$ cat src/rtl/synth_audio_pkg.sv
// Shared audio-path types and sample conversion for the NCO, mixer and I2S output stage.
// Latency: none (package only). Backpressure: not applicable.
package synth_audio_pkg;

    localparam int SAMPLE_W = 8;
    localparam logic [SAMPLE_W-1:0] SAMPLE_MID = 8'h80;

    typedef enum logic {
        LR_LEFT  = 1'b0,
        LR_RIGHT = 1'b1
    } lr_e;

    // Offset-binary to two's complement, MSB-aligned in a width-bit word (8..32), returned in the low bits.
    function automatic logic [31:0] u8_to_signed_lj(input logic [SAMPLE_W-1:0] sample, input int width);
        logic [31:0] word;
        word = {~sample[SAMPLE_W-1], sample[SAMPLE_W-2:0], 24'b0};
        return word >> (32 - width);
    endfunction

endpackage

$ cat src/rtl/i2s_bclk_gen.sv
// Bit-clock divider: toggles bclk every HALF_DIV clk cycles and flags the cycle whose edge drops it.
// Latency: first rise HALF_DIV edges after reset, first fall at 2*HALF_DIV. Backpressure: none, free-running.
module i2s_bclk_gen #(
    parameter int HALF_DIV = 49
) (
    input  logic clk,
    input  logic rst,
    output logic bclk,
    output logic fall_evt
);

    localparam int CNT_W = $clog2(HALF_DIV + 1);
    localparam logic [CNT_W-1:0] TERM = CNT_W'(HALF_DIV - 1);

    logic [CNT_W-1:0] cnt;
    logic             term;

    assign term     = (cnt == TERM);
    // High during the cycle whose rising clk edge takes bclk 1 -> 0.
    assign fall_evt = term & bclk;

    always_ff @(posedge clk or posedge rst) begin
        if (rst) begin
            cnt  <= '0;
            bclk <= 1'b0;
        end else if (term) begin
            cnt  <= '0;
            bclk <= ~bclk;
        end else begin
            cnt  <= cnt + CNT_W'(1);
        end
    end

endmodule

$ cat src/rtl/i2s_tx.sv
// Mono Philips I2S transmitter with a one-sample holding register; I2S_TX_UNDERRUN_MUTE_EN mutes on underrun.
// Latency: MSB on SDATA one BCLK period after the frame latch. Backpressure: none, overwrite pulses OVERRUN.
module i2s_tx
    import synth_audio_pkg::*;
#(
    parameter int HALF_DIV = 49,
    parameter int W        = 16
) (
    input  logic                CLK,
    input  logic                RST,
    input  logic [SAMPLE_W-1:0] SAMPLE_IN,
    input  logic                SAMPLE_STB,
    output logic                BCLK,
    output logic                LRCLK,
    output logic                SDATA,
    output logic                OVERRUN
);

    localparam int BC_W = $clog2(2 * W);
    localparam logic [BC_W-1:0] BC_LAST = BC_W'(2 * W - 1);
    localparam logic [BC_W-1:0] BC_HALF = BC_W'(W);

`ifdef I2S_TX_UNDERRUN_MUTE_EN
    localparam bit MUTE_ON_UNDERRUN = 1'b1;
`else
    localparam bit MUTE_ON_UNDERRUN = 1'b0;
`endif

    logic                fall_evt;
    logic                frame_latch;
    logic [BC_W-1:0]     bc;
    logic [BC_W-1:0]     bc_next;
    logic [SAMPLE_W-1:0] hold;
    logic                pending;
    logic [SAMPLE_W-1:0] frame_src;
    logic [W-1:0]        slot_word;
    logic [2*W-1:0]      shifter;

    i2s_bclk_gen #(
        .HALF_DIV (HALF_DIV)
    ) u_bclk_gen (
        .clk      (CLK),
        .rst      (RST),
        .bclk     (BCLK),
        .fall_evt (fall_evt)
    );

    always_comb begin
        bc_next     = (bc == BC_LAST) ? '0 : bc + BC_W'(1);
        frame_latch = fall_evt && (bc == BC_LAST);
        // A strobe landing on the latch edge bypasses the holding register.
        if (SAMPLE_STB) begin
            frame_src = SAMPLE_IN;
        end else if (MUTE_ON_UNDERRUN && !pending) begin
            frame_src = SAMPLE_MID;
        end else begin
            frame_src = hold;
        end
        slot_word = W'(u8_to_signed_lj(frame_src, W));
    end

    // Shifting out the old frame's last bit while loading the new one gives the I2S one-bit delay for free.
    always_ff @(posedge CLK or posedge RST) begin
        if (RST) begin
            bc      <= BC_LAST;
            LRCLK   <= LR_RIGHT;
            SDATA   <= 1'b0;
            shifter <= '0;
        end else if (fall_evt) begin
            bc      <= bc_next;
            LRCLK   <= (bc_next >= BC_HALF) ? LR_RIGHT : LR_LEFT;
            SDATA   <= shifter[2*W-1];
            shifter <= frame_latch ? {slot_word, slot_word} : {shifter[2*W-2:0], 1'b0};
        end
    end

    always_ff @(posedge CLK or posedge RST) begin
        if (RST) begin
            hold    <= SAMPLE_MID;
            pending <= 1'b0;
            OVERRUN <= 1'b0;
        end else begin
            OVERRUN <= SAMPLE_STB && pending && !frame_latch;
            if (SAMPLE_STB) begin
                hold <= SAMPLE_IN;
            end
            if (frame_latch) begin
                pending <= 1'b0;
            end else if (SAMPLE_STB) begin
                pending <= 1'b1;
            end
        end
    end

endmodule

$ cat config.mk
export PLATFORM = sky130hd
export DESIGN_NAME = i2s_tx
export DESIGN_NICKNAME = d
export VERILOG_FILES = /design/src/rtl/synth_audio_pkg.sv /design/src/rtl/i2s_bclk_gen.sv /design/src/rtl/i2s_tx.sv
export SDC_FILE = /design/constraint.sdc
export NUM_CORES = 1
export LEC_CHECK = 0
export CAP_MARGIN = 0
export CORE_MARGIN = 3
export CORE_UTILIZATION = 50
export CTS_CLUSTER_DIAMETER = 200
export CTS_CLUSTER_SIZE = 20
export DETAILED_ROUTE_END_ITERATION = 6
export DONT_BUFFER_PORTS = 1
export HOLD_SLACK_MARGIN = 0.08
export PLACE_DENSITY_LB_ADDON = 0.3
export REMOVE_ABC_BUFFERS = 1
export SLEW_MARGIN = 20
export SYNTH_ARGS = -nofsm -noshare
export SYNTH_HDL_FRONTEND = slang
export SYNTH_SLANG_ARGS = --single-unit
export TNS_END_PERCENT = 5
$ cat constraint.sdc
create_clock -name CLK -period 2.2 [get_ports CLK]
set_clock_uncertainty 0.2 [all_clocks]
set_input_delay 0.66 -clock CLK [delete_from_list [all_inputs] [get_ports CLK]]
set_output_delay 0.66 -clock CLK [all_outputs]
set_load 0.005 [all_outputs]
==> results of run 1 <==
## flip-flops by register name, summed over array words and instances, names as in the netlist
signal	cells
shifter	24
hold	8
u_bclk_gen.cnt	6
bc	4
LRCLK	1
OVERRUN	1
SDATA	1
pending	1
u_bclk_gen.bclk	1
## logic make-up (layout without fill, tap and decap cells)
group                      count (synthesis)  in the layout
AOI/OAI and AO/OA                         63             63
xor gates and xnor gates                   2              2
adders and majority gates                  4              4
buffers and inverters                     18             20
DFF                                       47             47
muxes                                     26             26
and+or+nand+nor                           28             28
## final timing paths
kind                             startpoint          end  cells after the start
worst max register to register        bc[0]        bc[2]                      7
worst min register to register  shifter[31]        SDATA                      1
min in group CLK                 SAMPLE_STB      OVERRUN                      2
worst min-delay path                    RST  shifter[20]                      2
max in group asynchronous               RST      hold[0]                      2
worst max-delay path                  bc[0]        bc[2]                      7
## metrics by stage
step                      cells  setup slack [ns]   util  power (mW)  hold slack (ns)
after floorplan             175            -0.165      -       0.936            0.264
after global placement      232             0.255  0.538       0.945            0.281
after detailed placement    232             0.102  0.538       0.948            0.299
after CTS                   240            0.0909  0.564        1.51            0.212
after global routing        240           0.00114  0.564        1.56            0.243
final                       240             0.117  0.564        1.49            0.199
## worst max-delay path, delay by kind of cell, from the launching register on
kind            cells  cell delay [ns]
flops               1             0.57
fa+ha+maj           2             0.39
compound gates      2             0.38
simple gates        2             0.25
buf+inv             1             0.21
## cell usage in the layout, fill, tap and decap left out
| cell type | n |
|---|---|
| a21o_1 | 1 |
| nand4b_1 | 2 |
| nand2_1 | 2 |
| a211oi_1 | 2 |
| mux2_4 | 1 |
| clkbuf_8 | 7 |
| buf_12 | 1 |
| mux2_2 | 9 |
| a31oi_1 | 1 |
| xnor2_1 | 1 |
| or2_1 | 1 |
| buf_4 | 6 |
| xor2_1 | 1 |
| and3_1 | 3 |
| o21ai_0 | 29 |
| nor3b_2 | 1 |
| ha_1 | 4 |
| inv_1 | 4 |
| clkinv_1 | 1 |
| nor2_2 | 1 |
| clkinvlp_4 | 1 |
| a41oi_1 | 1 |
| o31ai_1 | 4 |
| nand3b_1 | 2 |
| mux2i_1 | 16 |
| nand3_1 | 2 |
| o21ai_1 | 20 |
| nor4_1 | 1 |
| nor2_1 | 3 |
| dfrtp_1 | 41 |
| nand2b_1 | 9 |
| nand3b_4 | 1 |
| dfstp_2 | 6 |
| a21oi_1 | 5 |
## power breakdown
part	switching, mW	total (mW)	internal (mW)	leakage [nW]
Sequential	0.00358	0.884	0.880	0.523
Combinational	0.0290	0.0453	0.0163	0.288
Clock	0.277	0.562	0.286	0.0505
Total	0.309	1.49	1.18	0.862
## per-layer routing
layer	wire length, um	vias up	global-route usage
met5	0	-	0
met4	133	0	0.0898
met3	142	15	0.0393
met2	1830	34	0.269
met1	1780	714	0.225
li1	-	671	-
## layout make-up
class	count	area [um2]	share of cell area
repair buffers	7	65.1	0.0282
clock buffers	7	96.3	0.0418
inverters	5	18.8	0.00815
flip-flops and latches	47	1180	0.514
clock inverters	1	7.51	0.00326
multi-input cells	123	870	0.378
well taps	50	62.6	0.0272
==> results.sh, run 1 <==
export IMPL_io_pins=15
export IMPL_initialDrtViolationCount=120
export IMPL_ys_async_sr_fraction=1.00
export IMPL_htree_levels=2
export IMPL_hold_violations=0
export IMPL_cpPeakStageDelay_ns=0.57
export IMPL_start_util=0.527
export IMPL_grt_pass1_wl_um=6950
export IMPL_grt_pass1_vias=1478
export IMPL_num_rows=23
export IMPL_cp_cell_sequence="ha_1, and3_1, ha_1, buf_12, nor2_1, o31ai_1, o31ai_1"
export IMPL_tightestPinTransition_ns=0.578
export IMPL_wl_um=3890
export IMPL_dieWidth_um=71.6
export IMPL_clockRootBuffer="clkbuf_8"
export IMPL_setup_tns_ns=0
export IMPL_grt_usage=0.173
export IMPL_dr_pass1_iters=4
export IMPL_ff2ff_setup_slack_ns=0.12
export IMPL_fin_crit_ns=2.08
export IMPL_grt_setup_unrepaired="false"
export IMPL_area_growth_pct=6.97
export IMPL_vdd_drop_max_mv=0.448
export IMPL_netlist_instances=188
export IMPL_drive_gt1_frac=0.179
export IMPL_hpwl_um=2620
export IMPL_status="finished, final reports clean"
export IMPL_drcViolationCount=0
export IMPL_avgSynthCellArea_um2=11.5
export IMPL_synth_top_cell_area_share=0.476
export IMPL_synth_compound_area_share=0.157
export IMPL_relSlewSlack=0.615
export IMPL_die_height_um=71.6
export IMPL_synthDistinctLibCells=33
export IMPL_crit_slowest_cell="dfstp_2"
export IMPL_yosysTopAreaCell="dfrtp_1"
export IMPL_startpoint_type="flop"
export IMPL_clock_sinks=47
export IMPL_final_nets=204
export IMPL_clockBufferDepth=2
export IMPL_wire_per_inst_um=16.2
export IMPL_synth_simple_area_share=0.0872
export IMPL_power_density_mw_per_mm2=647
export IMPL_arrival_ns=2.09
export IMPL_antenna_found_initial=0
export IMPL_synth_top_family_by_area="compound AO/OA/AOI/OAI gates"
export IMPL_tritoncts="done"
export IMPL_synth_common_cells="dfrtp_1 (41), o21ai_0 (29), o21ai_1 (20)"
export IMPL_dieArea_mm2=0.00513
export IMPL_gp_congestion=0.872
export IMPL_vias=1434
export IMPL_nFillCells=344
export IMPL_placedInstanceArea_mm2=0.00220
export IMPL_setup_violations_final=0
export IMPL_synth_adder_area_share=0.0232
export IMPL_gr_total_overflow=0
export IMPL_hold_buffers=0
export IMPL_cts_setup_buffers=0
export IMPL_yosysSeqAreaShare=0.550
export IMPL_netlist_area_mm2=0.00215
export IMPL_finalInstanceArea_mm2=0.00230
export IMPL_synth_most_common_cell="dfrtp_1"
export IMPL_max_freq_ghz=0.480
export IMPL_path_clk_slew_ns=0.09
export IMPL_cts_buffers=5
export IMPL_diodes=0
export IMPL_drv_cap=0
export IMPL_hold_class="in2async"
export IMPL_synth_main_ff_cell="dfrtp_1"
export IMPL_power_leakage_nw=0.862
export IMPL_ant_nets=0
export IMPL_ctsResizeCount=0
export IMPL_cp_end_kind="flop"
export IMPL_synth_edf_count=0
export IMPL_core_mm2=0.00409
export IMPL_ys_warn_count=0
export IMPL_synth_xor_area_share=0.00813
export IMPL_vias_per_cell=5.98
export IMPL_slew_violations=0
export IMPL_grt_max_degree=48
export IMPL_required_ns=2.21
export IMPL_muxShareOfSynthArea=0.128
export IMPL_criticalPathCategory="reg2reg"
export IMPL_synth_seq_cells=47
export IMPL_crit_fanout=31
export IMPL_fin_crit_sh=0.947
export IMPL_synth_area_leaders="dfrtp_1 (48%), mux2i_1 (7.4%), dfstp_2 (7.3%), o21ai_0 (6.7%), mux2_2 (4.7%)"
export IMPL_io_buffers=0
export IMPL_clk_latency_ns=0.30
(Power assumes the default switching activity.)
==> run 2: changes to the inputs <==
Settings changed: SLEW_MARGIN 20 to default.
==> results of run 2 <==
Final layout, timing and power as in run 1 (identical DEF).
